===== config.mk =====
export PLATFORM = sky130hd
export DESIGN_NAME = rsa_keygen
export DESIGN_NICKNAME = d
export VERILOG_FILES = /design/src/rtl/rsa_pkg.sv /design/src/rtl/rsa_euclid_step.sv /design/src/rtl/rsa_keygen.sv
export SDC_FILE = /design/constraint.sdc
export NUM_CORES = 1
export LEC_CHECK = 0
export ABC_AREA = 0
export BUFFER_PORTS_ARGS = -buffer_cell sky130_fd_sc_hd__buf_2
export CORE_MARGIN = 5
export CORE_UTILIZATION = 61
export CTS_CLUSTER_DIAMETER = 200
export DETAILED_ROUTE_END_ITERATION = 8
export GPL_TIMING_DRIVEN = 0
export PLACE_DENSITY = 0.81
export SLEW_MARGIN = 20
export SYNTH_ARGS = -nofsm -noshare
export SYNTH_HDL_FRONTEND = slang
export SYNTH_SLANG_ARGS = --single-unit

===== constraint.sdc =====
create_clock -name clk -period 64.1 [get_ports clk]
set_input_delay 19.23 -clock clk [delete_from_list [all_inputs] [get_ports clk]]
set_output_delay 19.23 -clock clk [all_outputs]
set_load 0.01 [all_outputs]

===== src/rtl/rsa_pkg.sv =====
// Shared widths, FSM states and coefficient type for the RSA key-generation datapath.
package rsa_pkg;
    localparam int unsigned PW = 7;
    localparam int unsigned NW = 2 * PW;
    localparam int unsigned TW = NW + 2;

    typedef enum logic [2:0] {
        IDLE,
        CALC,
        INIT,
        EUCLID,
        DONE
    } state_e;

    typedef logic signed [TW-1:0] coef_t;
endpackage


===== src/rtl/rsa_euclid_step.sv =====
// One extended-Euclid division step on remainders r0/r1 and Bezout coefficients t0/t1.
module rsa_euclid_step
    import rsa_pkg::*;
(
    input  logic [NW-1:0]        r0_i,
    input  logic [NW-1:0]        r1_i,
    input  logic signed [TW-1:0] t0_i,
    input  logic signed [TW-1:0] t1_i,
    output logic [NW-1:0]        r0_o,
    output logic [NW-1:0]        r1_o,
    output logic signed [TW-1:0] t0_o,
    output logic signed [TW-1:0] t1_o,
    output logic                 zero_o
);
    logic [NW-1:0] quo;
    coef_t         quo_s;

    // Intermediate products are truncated; the true results always fit the register widths.
    always_comb begin
        quo    = '0;
        quo_s  = '0;
        r0_o   = r0_i;
        r1_o   = r1_i;
        t0_o   = t0_i;
        t1_o   = t1_i;
        zero_o = (r1_i == '0);
        if (!zero_o) begin
            quo   = r0_i / r1_i;
            quo_s = TW'({2'b00, quo});
            r0_o  = r1_i;
            r1_o  = r0_i - quo * r1_i;
            t0_o  = t1_i;
            t1_o  = t0_i - quo_s * t1_i;
        end
    end
endmodule


===== src/rtl/rsa_keygen.sv =====
// RSA key generation: n = p*q, phi = (p-1)(q-1), d = e^-1 mod phi via iterative extended Euclid.
module rsa_keygen
    import rsa_pkg::*;
(
    input  logic          clk,
    input  logic          rst,
    input  logic          start,
    input  logic [PW-1:0] p,
    input  logic [PW-1:0] q,
    input  logic [NW-1:0] e,
    output logic          busy,
    output logic          done,
    output logic          err,
    output logic [NW-1:0] n,
    output logic [NW-1:0] phi,
    output logic [NW-1:0] d
);
    state_e        state_q;
    logic [PW-1:0] p_q, q_q;
    logic [NW-1:0] e_q;
    logic [NW-1:0] r0_q, r1_q;
    coef_t         t0_q, t1_q;
    logic          busy_q, done_q, err_q;
    logic [NW-1:0] n_q, phi_q, d_q;

    logic [NW-1:0] r0_d, r1_d;
    coef_t         t0_d, t1_d;
    logic          zero;
    coef_t         t0_fix;
    logic          bad_param;

    rsa_euclid_step u_step (
        .r0_i   (r0_q),
        .r1_i   (r1_q),
        .t0_i   (t0_q),
        .t1_i   (t1_q),
        .r0_o   (r0_d),
        .r1_o   (r1_d),
        .t0_o   (t0_d),
        .t1_o   (t1_d),
        .zero_o (zero)
    );

    assign t0_fix    = (t0_q < 0) ? (t0_q + TW'(phi_q)) : t0_q;
    assign bad_param = (p_q < PW'(2)) || (q_q < PW'(2)) || (e_q < NW'(2)) || (e_q >= phi_q);

    // Rejected parameters enter EUCLID with r0=r1=0, so the gcd test flags err one edge later.
    always_ff @(posedge clk) begin
        if (rst) begin
            state_q <= IDLE;
            p_q     <= '0;
            q_q     <= '0;
            e_q     <= '0;
            r0_q    <= '0;
            r1_q    <= '0;
            t0_q    <= '0;
            t1_q    <= '0;
            busy_q  <= 1'b0;
            done_q  <= 1'b0;
            err_q   <= 1'b0;
            n_q     <= '0;
            phi_q   <= '0;
            d_q     <= '0;
        end else begin
            case (state_q)
                IDLE, DONE: begin
                    if (start) begin
                        p_q     <= p;
                        q_q     <= q;
                        e_q     <= e;
                        done_q  <= 1'b0;
                        err_q   <= 1'b0;
                        d_q     <= '0;
                        busy_q  <= 1'b1;
                        state_q <= CALC;
                    end
                end
                CALC: begin
                    n_q     <= NW'(p_q) * NW'(q_q);
                    phi_q   <= (NW'(p_q) - NW'(1)) * (NW'(q_q) - NW'(1));
                    state_q <= INIT;
                end
                INIT: begin
                    r0_q    <= bad_param ? '0 : phi_q;
                    r1_q    <= bad_param ? '0 : e_q;
                    t0_q    <= '0;
                    t1_q    <= TW'(1);
                    state_q <= EUCLID;
                end
                EUCLID: begin
                    if (!zero) begin
                        r0_q <= r0_d;
                        r1_q <= r1_d;
                        t0_q <= t0_d;
                        t1_q <= t1_d;
                    end else begin
                        busy_q  <= 1'b0;
                        done_q  <= 1'b1;
                        state_q <= DONE;
                        if (r0_q != NW'(1)) begin
                            err_q <= 1'b1;
                            d_q   <= '0;
                        end else begin
                            d_q   <= NW'(t0_fix);
                        end
                    end
                end
                default: state_q <= IDLE;
            endcase
        end
    end

    assign busy = busy_q;
    assign done = done_q;
    assign err  = err_q;
    assign n    = n_q;
    assign phi  = phi_q;
    assign d    = d_q;
endmodule

# Word-level counts from Yosys, hierarchy flattened
# Cells that the tools add are included.
# word_totals
ff_bits,136
input_bits,31
# op_classes
addsub,5
div_mod_pow,1
eq_ne,9
mux,27
multipliers,4
n_reduce_logical,13
n_lt_le_gt_ge,5
# op_table
op,count
two-way mux 14 bit,8
case mux 14 bit (2 select lines),3
case mux 16 bit (2 select lines),2
two-way mux 16 bit,2
"< comparator 16 x 1 -> 1 bit, second input constant",1
multiplier 15 x 16 -> 16 bit,1
subtractor 16 bit,1
"subtractor 7 x 1 -> 8 bit, second input constant",2
adder 14 bit,1
divider 14 x 14 -> 14 bit,1
greater-or-equal comparator 14 bit,1
zero test 14 bit,1
"< comparator 14 x 2 -> 1 bit, second input constant",1
"< comparator 7 x 2 -> 1 bit, second input constant",2
multiplier 14 x 14 -> 14 bit,1
multiplier 7 x 7 -> 14 bit,1
multiplier 8 x 8 -> 14 bit,1
"inequality test 14 x 1 -> 1 bit, second input constant",1
subtractor 14 bit,1
case mux 3 bit (4 select lines),1
"inequality test 2 bit, second input constant",4
"== test 3 x 2 -> 1 bit, second input constant",2
two-way mux 1 bit,6
two-way mux 3 bit,2
other kinds (10),17

# Logic depth before layout (Yosys ltp)
# Gate-level depths: netlist of run 1.
# depth
word_depth,6
ltp_mapped,140

# Hierarchy
# A second synthesis of run 1 with hierarchy kept.
# unflattened
cells_unflattened,2849
area_unflattened_um2,23009.6
# modules_own_cells
mod,n_inst,seq_area_each_um2,area_each_um2,cells_per_inst
rsa_euclid_step,1,0.0,12831.1,1610
rsa_keygen,1,2722.6,10178.5,1239

# Least setup slack after synthesis of run 1
# No wires, ideal clock.
# synth_path
path_kind,reg2reg
start,reg r1_q[0]
end,reg r1_q[13]
synth_period_minus_slack_ns,28.101
setup_time_ns,0.114
t_arrival_ns,27.986
stages_incl_launch_ff,133
required_time_ns,63.986
path_slack_ns,35.999
cell_sequence,dfxtp_1 clkbuf_1 clkinv_1 ha_1 and3_1 nor2_1 ha_1 o21a_1 nor2_1 nor4_4 nor3_1 or2_2 ha_1 o21bai_1 a21oi_1 and2_1 clkbuf_1 o31ai_1 [... 97 more ...] fa_1 ha_1 fa_1 fa_1 inv_1 ha_1 o21a_1 o21ai_0 nand2b_1 a21o_1 a21o_1 a21o_1 a31oi_1 o21ai_0 o41ai_1 mux2i_1 a221oi_1 a2111oi_0
# synth_via
elab_chain_len,5
word_cells_on_any_way,8
# synth_lines
element,line_no,rtl
from (decl),rsa_keygen.sv:21,"logic [NW-1:0] r0_q, r1_q;"
from (signal assigned),rsa_keygen.sv:85,r1_q <= bad_param ? '0 : e_q;
from (signal assigned),rsa_keygen.sv:93,r1_q <= r1_d;
divider 14 x 14 -> 14 bit,rsa_euclid_step.sv:28,quo = r0_i / r1_i;
multiplier 14 x 14 -> 14 bit,rsa_euclid_step.sv:31,r1_o = r0_i - quo * r1_i;
subtractor 14 bit,rsa_euclid_step.sv:31,
two-way mux 14 bit,rsa_keygen.sv:91,if (!zero) begin
case mux 14 bit (2 select lines),rsa_keygen.sv:65,case (state_q)
# Parallel ways exist; a longest one is shown, timed or not. The select of a mux whose other input is x is not followed.
# A chain may end at the register's enable or synchronous reset.

# Worst setup path after layout of run 1
# Same ends and word-level chain as after synthesis.

==> results of run 1 <==
-- cells in the mapped netlist, drive strengths merged, types with 4 or more instances --
library cell / n / area share
and3: 16 / 0.0045
o21a: 59 / 0.020
a31oi: 20 / 0.0056
nand2: 360 / 0.061
fa: 240 / 0.22
ha: 292 / 0.16
o21bai: 21 / 0.0071
nor2b: 10 / 0.0028
a2111oi: 4 / 0.0016
nand4: 8 / 0.0022
o31a: 5 / 0.0020
or3: 17 / 0.0048
a211o: 6 / 0.0024
or2: 6 / 0.0017
a21o: 38 / 0.013
inv: 346 / 0.058
a211oi: 30 / 0.010
nor4: 12 / 0.0047
buf: 16 / 0.0038
a21oi: 167 / 0.038
and2: 118 / 0.033
a22oi: 11 / 0.0039
a21boi: 9 / 0.0030
clkbuf: 118 / 0.020
nand3: 56 / 0.013
a221oi: 10 / 0.0039
o21ai: 71 / 0.016
nor3: 71 / 0.016
o31ai: 8 / 0.0031
mux2i: 13 / 0.0058
nor2: 187 / 0.032
nor3b: 5 / 0.0017
mux2: 34 / 0.018
xnor2: 104 / 0.041
o211ai: 4 / 0.0013
nand2b: 13 / 0.0037
xor2: 45 / 0.018
a222oi: 6 / 0.0027
nand3b: 4 / 0.0013
dfxtp: 136 / 0.12
-- path summary, 6_finish.rpt --
kind                              from                     to  slack [ps]
hold / removal       n[9]$_SDFFE_PP0P_      n[9]$_SDFFE_PP0P_         460
setup reg to reg  r1_q[0]$_SDFFE_PP0P_  r1_q[13]$_SDFFE_PP0P_       26610
setup / recovery  r1_q[0]$_SDFFE_PP0P_  r1_q[13]$_SDFFE_PP0P_       26610
hold reg to reg      n[9]$_SDFFE_PP0P_      n[9]$_SDFFE_PP0P_         460
-- tightest hold or removal path: stages, from the launching register on --
cell     delay [ps]
dfxtp_1         310
nand2_1          50
a21oi_1          50
-- cell families (layout without fill, tap and decap cells) --
group,Yosys count,in the layout,share of synthesized area
AND/OR/NAND/NOR,894,894,0.186
adder cells (fa/ha/maj),532,532,0.380
buffers and inverters,481,587,0.0822
other,0,1,0
flip-flops,136,136,0.122
XOR/XNOR,151,151,0.0606
multiplexers,47,47,0.0234
AO/OA/AOI/OAI,498,498,0.146
-- layout make-up --
class,count,share of cell area
diodes,1,0.000105
plain buffers,134,0.0221
clock buffers,18,0.0184
clock inverters,14,0.00698
inverters,347,0.0546
multi-input cells,2122,0.743
flip-flops and latches,136,0.114
well taps,468,0.0246
repair buffers,74,0.0155
-- per-layer routing --
layer / GRT usage / routed length [microns] / vias up
li1: - / - / 9261
met1: 0.419 / 26000 / 9728
met2: 0.536 / 30500 / 1117
met3: 0.0878 / 7440 / 240
met4: 0.161 / 3790 / 0
met5: 0 / 0 / -
-- through the flow --
step | worst slack [ps] | hold WS (ps) | std cells | utilization
2_1_floorplan | 36000 | 442 | 2739 | -
4_1_cts | 27630 | 455 | 3313 | 0.656
5_1_grt | 24890 | 473 | 3313 | 0.656
3_5_place_dp | 27770 | 446 | 3281 | 0.639
3_3_place_gp | 28590 | 441 | 3281 | 0.639
6_report | 26610 | 455 | 3314 | 0.656
-- flip-flops by register name (all words and copies together) (netlist names) --
name and flops:
d 14, q_q 7, done 1, r1_q 14, e_q 14, p_q 7, r0_q 14, t0_q 16
phi 14, err 1, t1_q 16, busy 1, state_q 3, n 14
==> flow_results.xml, run 1 <==
<?xml version="1.0" encoding="UTF-8"?>
<metrics>
  <group name="outcome">
    <metric name="outcome" unit="">finished clean</metric>
  </group>
  <group name="global_routing">
    <metric name="grt_pass1_wl" unit="microns">109000</metric>
    <metric name="vias_in_the_first_global_route" unit="">20911</metric>
    <metric name="grt_max_degree" unit="">22</metric>
    <metric name="grt_antenna_before_repair" unit="">1</metric>
    <metric name="gr-usage-all-layers" unit="">0.333</metric>
    <metric name="gr-total-overflow" unit="">0</metric>
  </group>
  <group name="die">
    <metric name="initial_core_util" unit="">0.613</metric>
    <metric name="core_region_area" unit="sq um">36300</metric>
    <metric name="die_h" unit="microns">201</metric>
    <metric name="die_area" unit="sq um">40400</metric>
    <metric name="rows" unit="">70</metric>
    <metric name="pin_count" unit="">76</metric>
    <metric name="chipWidth" unit="microns">201</metric>
  </group>
  <group name="sta">
    <metric name="slew_viol_final" unit="">0</metric>
    <metric name="fin_worst_skew" unit="ps">11.3</metric>
    <metric name="max-slew-margin-rel" unit="">0.310</metric>
    <metric name="max_slew.worst_pin.slew" unit="ps">1020</metric>
    <metric name="finalHoldViolations" unit="">0</metric>
    <metric name="finalSetupViolCount" unit="">0</metric>
    <metric name="post-route-period-util" unit="">0.585</metric>
    <metric name="rsz0062_at_grt" unit="">false</metric>
    <metric name="totalNegativeSetupSlack" unit="ps">0</metric>
    <metric name="post-route-min-period" unit="ps">37490</metric>
    <metric name="timing.fmax" unit="MHz">26.7</metric>
  </group>
  <group name="placement">
    <metric name="post_dp_cell_area" unit="sq um">23200</metric>
    <metric name="hpwlAfterDp" unit="microns">54700</metric>
    <metric name="gp_congestion" unit="">1.00</metric>
    <metric name="port_bufs" unit="">74</metric>
  </group>
  <group name="yosys">
    <metric name="synth-edff-count" unit="">0</metric>
    <metric name="syn_inst" unit="">2739</metric>
    <metric name="syn-cell-area" unit="sq um">22300</metric>
    <metric name="synth.yosys.warnings" unit="">0</metric>
    <metric name="syn-mean-instance-area" unit="sq um">8.13</metric>
    <metric name="netlist-cell-type-count" unit="">84</metric>
    <metric name="synth-seq-cells" unit="">136</metric>
    <metric name="synthFlopType" unit="">dfxtp_1</metric>
    <metric name="seq_area_frac_synth" unit="">0.122</metric>
    <metric name="mappedNetlistNets" unit="">3302</metric>
    <metric name="synth-async-reset-ratio" unit="">0</metric>
  </group>
  <group name="clock_tree">
    <metric name="tritoncts_clock_tree" unit="">yes</metric>
    <metric name="tritoncts.num_buffers" unit="">17</metric>
    <metric name="cts_resized" unit="">0</metric>
    <metric name="number_of_clock_sinks_seen_by_cts" unit="">136</metric>
    <metric name="cts.root.buffer_cell" unit="">clkbuf_16</metric>
    <metric name="clock_path_buffers" unit="">2</metric>
    <metric name="ctsHoldBuffers" unit="">0</metric>
    <metric name="cts.reportedPaths.clkPinSlew" unit="ps">70</metric>
    <metric name="post-cts-setup-buffer-count" unit="">0</metric>
    <metric name="clock_latency" unit="ps">440</metric>
    <metric name="htree_levels" unit="">4</metric>
  </group>
  <group name="final_layout">
    <metric name="most_used_cells_in_the_layout_excluding_fill_and_tap_cells" unit="">359 x nand2_1, 346 x inv_1, 292 x ha_1</metric>
    <metric name="design_area" unit="sq um">23800</metric>
    <metric name="flow.area_growth_from_synthesis" unit="%">7.02</metric>
    <metric name="layout.cells.most_common" unit="">nand2_1</metric>
    <metric name="multiInputGateArea" unit="sq um">17700</metric>
    <metric name="drive_gt1_frac" unit="">0.0619</metric>
    <metric name="final.fill_count" unit="">2953</metric>
    <metric name="regArea" unit="sq um">2720</metric>
    <metric name="final_net_count" unit="">3395</metric>
  </group>
  <group name="critical_path">
    <metric name="crit_slowest_cell" unit="">clkinv_1</metric>
    <metric name="path_max_fanout" unit="">21</metric>
    <metric name="ff2ff_path_depth" unit="">133</metric>
    <metric name="setup.worst_path.end_class" unit="">flop</metric>
    <metric name="cp_num_buf_inv" unit="">21</metric>
    <metric name="cpPeakStageDelay" unit="ps">970</metric>
    <metric name="critical_path_arrival" unit="ps">37800</metric>
    <metric name="worstSetupPathDepth" unit="">133</metric>
    <metric name="worst-endpoint-required" unit="ps">64410</metric>
    <metric name="critPathLaunchType" unit="">flop</metric>
    <metric name="critPathKind" unit="">flop to flop</metric>
    <metric name="cpLargestDelayFamily" unit="">compound AO/OA/AOI/OAI gates</metric>
  </group>
  <group name="routing">
    <metric name="drt-wirelength-per-cell" unit="microns">20.4</metric>
    <metric name="initialDrtViolationCount" unit="">1900</metric>
    <metric name="detail-route-antenna-nets" unit="">0</metric>
    <metric name="avgViaCountPerCell" unit="">6.14</metric>
    <metric name="route.vias.total" unit="">20346</metric>
    <metric name="route.final.wire_length" unit="microns">67700</metric>
    <metric name="dr_drc_count" unit="">0</metric>
    <metric name="first_pass_iters" unit="">6</metric>
  </group>
  <group name="min_path">
    <metric name="hold_path_depth" unit="">2</metric>
    <metric name="worstHoldPathType" unit="">flop to flop</metric>
  </group>
  <group name="flow_run">
    <metric name="max_cap_violations" unit="">0</metric>
  </group>
</metrics>
Power of run 1 is left out: the tool's default activity adds up to more than one toggle a clock period on the data nets, which glitch-free logic cannot reach.
==> run 2, diff against run 1 <==
--- a/config.mk
+++ b/config.mk
@@ -8,7 +8,7 @@
 export ABC_AREA = 0
 export BUFFER_PORTS_ARGS = -buffer_cell sky130_fd_sc_hd__buf_2
 export CORE_MARGIN = 5
-export CORE_UTILIZATION = 61
+export CORE_UTILIZATION = 59
 export CTS_CLUSTER_DIAMETER = 200
 export DETAILED_ROUTE_END_ITERATION = 8
 export GPL_TIMING_DRIVEN = 0
==> constraint.sdc (replaced) <==
create_clock -name clk -period 31.9 [get_ports clk]
set_input_delay 9.57 -clock clk [delete_from_list [all_inputs] [get_ports clk]]
set_output_delay 9.57 -clock clk [all_outputs]
set_load 0.01 [all_outputs]
==> run 2 against run 1 <==
Against the previous run: setup slack got worse by 25000 ps; maximum frequency increased by 22%; flip-flop and latch count unchanged; largest cell class unchanged.
==> flow_results.xml, run 2 (synthesis gave the netlist of run 1 again) <==
<?xml version="1.0" encoding="UTF-8"?>
<metrics>
  <group name="outcome">
    <metric name="outcome" unit="">finished clean</metric>
  </group>
  <group name="final_layout">
    <metric name="final_net_count" unit="">3405</metric>
    <metric name="layout.core_utilization" unit="">0.648</metric>
    <metric name="n_antenna_cell" unit="">0</metric>
    <metric name="layout_top_registers" unit="">t0_q: 16 flops, t1_q: 16 flops</metric>
    <metric name="final.fill_count" unit="">3200</metric>
    <metric name="layout.cells.most_common" unit="">nand2_1</metric>
    <metric name="regArea" unit="sq um">2720</metric>
    <metric name="multiInputGateArea" unit="sq um">17900</metric>
    <metric name="drive_gt1_frac" unit="">0.0816</metric>
    <metric name="most_used_cells_in_the_layout_excluding_fill_and_tap_cells" unit="">359 x nand2_1, 345 x inv_1, 292 x ha_1</metric>
    <metric name="flow.area_growth_from_synthesis" unit="%">8.99</metric>
  </group>
  <group name="sta">
    <metric name="max-slew-margin-rel" unit="">0.312</metric>
    <metric name="fin_worst_skew" unit="ps">12.3</metric>
    <metric name="timing.fmax" unit="MHz">32.6</metric>
    <metric name="post-route-min-period" unit="ps">30700</metric>
    <metric name="finalSetupViolCount" unit="">0</metric>
    <metric name="max_slew.worst_pin.slew" unit="ps">1020</metric>
    <metric name="finalHoldViolations" unit="">0</metric>
    <metric name="post-route-period-util" unit="">0.962</metric>
    <metric name="slew_viol_final" unit="">0</metric>
  </group>
  <group name="critical_path">
    <metric name="critical_r2r_capture" unit="">r1_q[13]$_SDFFE_PP0P_</metric>
    <metric name="worstSetupPathDepth" unit="">132</metric>
    <metric name="rr_startpoint" unit="">r1_q[5]$_SDFFE_PP0P_</metric>
    <metric name="crit_slowest_cell" unit="">dfxtp_1</metric>
    <metric name="cpLargestDelayFamily" unit="">compound AO/OA/AOI/OAI gates</metric>
    <metric name="ff2ff_path_depth" unit="">132</metric>
    <metric name="worst_setup_path_startpoint" unit="">r1_q[5]$_SDFFE_PP0P_</metric>
    <metric name="path_max_fanout" unit="">10</metric>
    <metric name="cpPeakStageDelay" unit="ps">650</metric>
    <metric name="r2r_setup_slack" unit="ps">1200</metric>
    <metric name="critical_path_arrival" unit="ps">31000</metric>
    <metric name="worst-endpoint-required" unit="ps">32190</metric>
    <metric name="cp_capture_point" unit="">r1_q[13]$_SDFFE_PP0P_</metric>
    <metric name="cp_common_cell" unit="">o21a_1</metric>
    <metric name="cp_num_buf_inv" unit="">18</metric>
    <metric name="critPathKind" unit="">flop to flop</metric>
    <metric name="setup.worst_path.end_class" unit="">flop</metric>
    <metric name="critPathLaunchType" unit="">flop</metric>
  </group>
  <group name="clock_tree">
    <metric name="ctsHoldBuffers" unit="">0</metric>
    <metric name="htree_levels" unit="">4</metric>
    <metric name="tritoncts.num_buffers" unit="">17</metric>
    <metric name="clock_path_buffers" unit="">2</metric>
    <metric name="cts.root.buffer_cell" unit="">clkbuf_16</metric>
    <metric name="number_of_clock_sinks_seen_by_cts" unit="">136</metric>
    <metric name="clock_latency" unit="ps">430</metric>
    <metric name="tritoncts_clock_tree" unit="">yes</metric>
    <metric name="cts.reportedPaths.clkPinSlew" unit="ps">60</metric>
  </group>
  <group name="die">
    <metric name="die_h" unit="microns">204</metric>
    <metric name="core_region_area" unit="sq um">37500</metric>
    <metric name="rows" unit="">71</metric>
    <metric name="pin_count" unit="">76</metric>
    <metric name="die_area" unit="sq um">41700</metric>
    <metric name="chipWidth" unit="microns">204</metric>
    <metric name="initial_core_util" unit="">0.594</metric>
  </group>
  <group name="min_path">
    <metric name="worstHoldPathType" unit="">flop to flop</metric>
  </group>
  <group name="routing">
    <metric name="dr_drc_count" unit="">0</metric>
    <metric name="initialDrtViolationCount" unit="">1776</metric>
    <metric name="route.vias.total" unit="">20635</metric>
    <metric name="avgViaCountPerCell" unit="">6.13</metric>
    <metric name="detail-route-antenna-nets" unit="">0</metric>
    <metric name="route.final.wire_length" unit="microns">69700</metric>
    <metric name="drt-wirelength-per-cell" unit="microns">20.7</metric>
    <metric name="first_pass_iters" unit="">6</metric>
  </group>
  <group name="placement">
    <metric name="gp_congestion" unit="">0.990</metric>
    <metric name="port_bufs" unit="">74</metric>
    <metric name="hpwlAfterDp" unit="microns">55700</metric>
  </group>
  <group name="global_routing">
    <metric name="gr-total-overflow" unit="">0</metric>
    <metric name="grt_antenna_before_repair" unit="">0</metric>
    <metric name="grt-busiest-layer" unit="">met2</metric>
    <metric name="grt_max_degree" unit="">22</metric>
    <metric name="gr-usage-all-layers" unit="">0.333</metric>
    <metric name="grt.met2_usage" unit="">0.543</metric>
    <metric name="grt_pass1_wl" unit="microns">111000</metric>
    <metric name="vias_in_the_first_global_route" unit="">20932</metric>
    <metric name="met1_usage" unit="">0.428</metric>
    <metric name="grt.met3_usage" unit="">0.0681</metric>
  </group>
  <group name="flow_run">
    <metric name="max_cap_violations" unit="">0</metric>
  </group>
</metrics>
[run 2: changes by cell type in the layout (fill, tap and decap cells not counted), sizes merged]
| cell | change |
|---|---|
| bufinv | +2 |
| clkinvlp | +2 |
| buf | +18 |
| clkinv | -4 |
| clkbuf | -7 |
| diode | -1 |
| inv | -1 |
[run 2: metrics by stage]
step	cell area [sq um]	hold slack (ps)	TNS, ps	worst slack, ps	std cells
global placement	23300	438	-62880	-3750	3324
global route	24300	463	-163	-163	3366
detailed placement	23300	443	-86280	-4590	3324
CTS	24100	457	0	14.8	3363
floorplan	22300	442	0	3800	2739
finish	24300	455	0	1200	3366
[run 2: routing by layer]
layer	vias up	routed length [microns]
li1	9299	-
met1	10009	27300
met2	1106	31800
met3	221	7000
met4	0	3650
met5	-	0
[run 2: worst min path at each step]
stage                          start                    end  slack, ps  depth (start not counted)
6_report           n[6]$_SDFFE_PP0P_      n[6]$_SDFFE_PP0P_        450                          2
5_1_grt            n[6]$_SDFFE_PP0P_      n[6]$_SDFFE_PP0P_        460                          2
4_1_cts            n[6]$_SDFFE_PP0P_      n[6]$_SDFFE_PP0P_        460                          2
3_5_place_dp       n[6]$_SDFFE_PP0P_      n[6]$_SDFFE_PP0P_        440                          2
3_3_place_gp       n[7]$_SDFFE_PP0P_      n[7]$_SDFFE_PP0P_        440                          2
2_1_floorplan  t1_q[15]$_SDFFE_PP0P_  t0_q[15]$_SDFFE_PP0P_        440                          2
[run 2: worst register-to-register path: cells and delay by family, from the launching register on]
kind | cells | cell delay, ps
adders and majority gates | 19 | 6380
muxes | 4 | 1180
and+or+nand+nor | 21 | 3330
buffers and inverters | 18 | 3680
DFF | 1 | 650
AOI/OAI and AO/OA | 70 | 15280
[run 2: cell type report]
cell class | count | share of cell area
inverters | 347 | 0.0541
repair buffers | 88 | 0.0196
plain buffers | 130 | 0.0232
multi-input cells | 2122 | 0.738
well taps | 511 | 0.0263
flip-flops and latches | 136 | 0.112
clock buffers | 19 | 0.0182
clock inverters | 13 | 0.00783
[run 2: timing repair]
| item | 4_1_cts | 5_1_grt |
|---|---|---|
| resized for setup | 39 | 51 |
| pin swaps | 4 | 5 |
| endpoints found under the setup margin | 30 | 24 |
| cloned | 0 | 0 |
| setup buffers | 7 | 7 |
Power of run 2 is left out for the same reason.
==> run 3, diff against run 2 <==
--- a/config.mk
+++ b/config.mk
@@ -8,11 +8,11 @@
 export ABC_AREA = 0
 export BUFFER_PORTS_ARGS = -buffer_cell sky130_fd_sc_hd__buf_2
 export CORE_MARGIN = 5
-export CORE_UTILIZATION = 59
+export CORE_UTILIZATION = 34
 export CTS_CLUSTER_DIAMETER = 200
 export DETAILED_ROUTE_END_ITERATION = 8
 export GPL_TIMING_DRIVEN = 0
-export PLACE_DENSITY = 0.81
+export PLACE_DENSITY = 0.53
 export SLEW_MARGIN = 20
 export SYNTH_ARGS = -nofsm -noshare
 export SYNTH_HDL_FRONTEND = slang
==> run 3 against run 2 <==
Against the previous run: wire length grew 6.4%; clock-buffer cell count shrank 1; global-route usage shrank 13 points; critical path depth shrank 3; register-to-register slack gained 460 ps; setup slack gained 460 ps; design area grew 1.7%; first-iteration DRC count shrank 29%; clock skew grew 0.72 ps; non-clock buffer count grew 3; via count shrank 4.7%.
==> flow_results.xml, run 3 (synthesis gave the netlist of run 1 again) <==
<?xml version="1.0" encoding="UTF-8"?>
<metrics>
  <group name="clock_tree">
    <metric name="ctsHoldBuffers" unit="">0</metric>
    <metric name="cts.reportedPaths.clkPinSlew" unit="ps">70</metric>
    <metric name="number_of_clock_sinks_seen_by_cts" unit="">136</metric>
    <metric name="tritoncts_clock_tree" unit="">yes</metric>
    <metric name="clock_path_buffers" unit="">2</metric>
    <metric name="clock_latency" unit="ps">430</metric>
    <metric name="htree_levels" unit="">4</metric>
    <metric name="cts.root.buffer_cell" unit="">clkbuf_16</metric>
    <metric name="tritoncts.num_buffers" unit="">17</metric>
  </group>
  <group name="sta">
    <metric name="max_slew.worst_pin.slew" unit="ps">1170</metric>
    <metric name="finalSetupViolCount" unit="">0</metric>
    <metric name="slew_viol_final" unit="">0</metric>
    <metric name="timing.fmax" unit="MHz">33.1</metric>
    <metric name="post-route-period-util" unit="">0.948</metric>
    <metric name="max-slew-margin-rel" unit="">0.215</metric>
    <metric name="finalHoldViolations" unit="">0</metric>
    <metric name="post-route-min-period" unit="ps">30240</metric>
    <metric name="fin_worst_skew" unit="ps">13.1</metric>
  </group>
  <group name="critical_path">
    <metric name="critPathKind" unit="">flop to flop</metric>
    <metric name="crit_slowest_cell" unit="">clkbuf_1</metric>
    <metric name="critical_path_arrival" unit="ps">30560</metric>
    <metric name="cp_common_cell" unit="">o21a_1</metric>
    <metric name="path_max_fanout" unit="">10</metric>
    <metric name="worst-endpoint-required" unit="ps">32210</metric>
    <metric name="cpPeakStageDelay" unit="ps">700</metric>
    <metric name="setup.worst_path.end_class" unit="">flop</metric>
    <metric name="critPathLaunchType" unit="">flop</metric>
  </group>
  <group name="die">
    <metric name="die_h" unit="microns">266</metric>
    <metric name="chipWidth" unit="microns">266</metric>
    <metric name="core_region_area" unit="sq um">64700</metric>
    <metric name="pin_count" unit="">76</metric>
    <metric name="rows" unit="">93</metric>
    <metric name="die_area" unit="sq um">70700</metric>
    <metric name="initial_core_util" unit="">0.344</metric>
  </group>
  <group name="routing">
    <metric name="avgViaCountPerCell" unit="">5.30</metric>
    <metric name="dr_drc_count" unit="">0</metric>
    <metric name="route.vias.total" unit="">19669</metric>
    <metric name="first_pass_iters" unit="">6</metric>
    <metric name="dr_wl_met2" unit="microns">34600</metric>
    <metric name="highest-signal-layer" unit="">met4</metric>
    <metric name="drt-wirelength-per-cell" unit="microns">20.0</metric>
    <metric name="route.final.wire_length" unit="microns">74100</metric>
    <metric name="wl_met1" unit="microns">33400</metric>
    <metric name="met3RoutedLength" unit="microns">4150</metric>
    <metric name="initialDrtViolationCount" unit="">1259</metric>
    <metric name="detail-route-antenna-nets" unit="">0</metric>
  </group>
  <group name="final_layout">
    <metric name="n_antenna_cell" unit="">0</metric>
    <metric name="flow.area_growth_from_synthesis" unit="%">10.8</metric>
    <metric name="regArea" unit="sq um">2720</metric>
    <metric name="layout.core_utilization" unit="">0.382</metric>
    <metric name="layout.cells.most_common" unit="">nand2_1</metric>
    <metric name="most_used_cells_in_the_layout_excluding_fill_and_tap_cells" unit="">359 x nand2_1, 345 x inv_1, 292 x ha_1</metric>
    <metric name="multiInputGateArea" unit="sq um">17900</metric>
    <metric name="layout_top_registers" unit="">t0_q: 16 flops, t1_q: 16 flops</metric>
    <metric name="final.fill_count" unit="">6811</metric>
    <metric name="final_net_count" unit="">3408</metric>
    <metric name="drive_gt1_frac" unit="">0.0837</metric>
  </group>
  <group name="global_routing">
    <metric name="gr-total-overflow" unit="">0</metric>
    <metric name="grt_antenna_before_repair" unit="">1</metric>
    <metric name="gr-usage-all-layers" unit="">0.207</metric>
    <metric name="grt_pass1_wl" unit="microns">117000</metric>
    <metric name="vias_in_the_first_global_route" unit="">20582</metric>
    <metric name="grt_max_degree" unit="">22</metric>
  </group>
  <group name="flow_run">
    <metric name="max_cap_violations" unit="">0</metric>
  </group>
  <group name="placement">
    <metric name="gp_congestion" unit="">0.961</metric>
    <metric name="hpwlAfterDp" unit="microns">61200</metric>
    <metric name="port_bufs" unit="">74</metric>
  </group>
  <group name="outcome">
    <metric name="outcome" unit="">finished clean</metric>
  </group>
  <group name="min_path">
    <metric name="worstHoldPathType" unit="">flop to flop</metric>
  </group>
</metrics>
-- run 3: routing by layer --
metal	global-route usage	up-vias
met3	0.0300	90
li1	-	9285
met2	0.346	579
met5	0	-
met4	0.0568	0
met1	0.283	9715
-- run 3: timing repair --
action,CTS,global route
endpoints found under the hold margin,0,0
pin swaps,4,6
endpoints found under the setup margin,30,24
cloned,0,0
setup buffers,7,10
resized for setup,42,52
-- run 3: path summary, 6_finish.rpt --
path	from	end	slack [ps]	depth (start not counted)
max	r1_q[1]$_SDFFE_PP0P_	r1_q[13]$_SDFFE_PP0P_	1660	129
min	n[5]$_SDFFE_PP0P_	n[5]$_SDFFE_PP0P_	460	2
max reg2reg	r1_q[1]$_SDFFE_PP0P_	r1_q[13]$_SDFFE_PP0P_	1660	129
min reg2reg	n[5]$_SDFFE_PP0P_	n[5]$_SDFFE_PP0P_	460	2
-- run 3: layout make-up --
class                   count  share of cell area
repair buffers             91              0.0202
clock inverters            13             0.00593
flip-flops and latches    136               0.110
inverters                 347              0.0532
well taps                 855              0.0433
clock buffers              18              0.0174
plain buffers             130              0.0232
multi-input cells        2122               0.726
-- run 3: critical path: cells and delay by family (launching register included) --
kind	cells	cell delay [ps]
AO/OA/AOI/OAI	70	15120
adder cells (fa/ha/maj)	19	6640
buffers and inverters	16	3830
AND/OR/NAND/NOR	20	3010
multiplexers	4	1130
flip-flops	1	350
-- run 3: stage by stage --
stage | setup TNS (ps) | hold slack (ps) | cell area [sq um] | std cells | setup WS (ps)
detailed placement | -116870 | 448 | 23700 | 3668 | -5480
finish | 0 | 458 | 24700 | 3712 | 1660
global route | -25.4 | 480 | 24700 | 3712 | -25.4
CTS | 0 | 461 | 24500 | 3706 | 93.9
global placement | -100240 | 438 | 23700 | 3668 | -4930
floorplan | 0 | 442 | 22300 | 2739 | 3800
Power of run 3 is left out for the same reason.
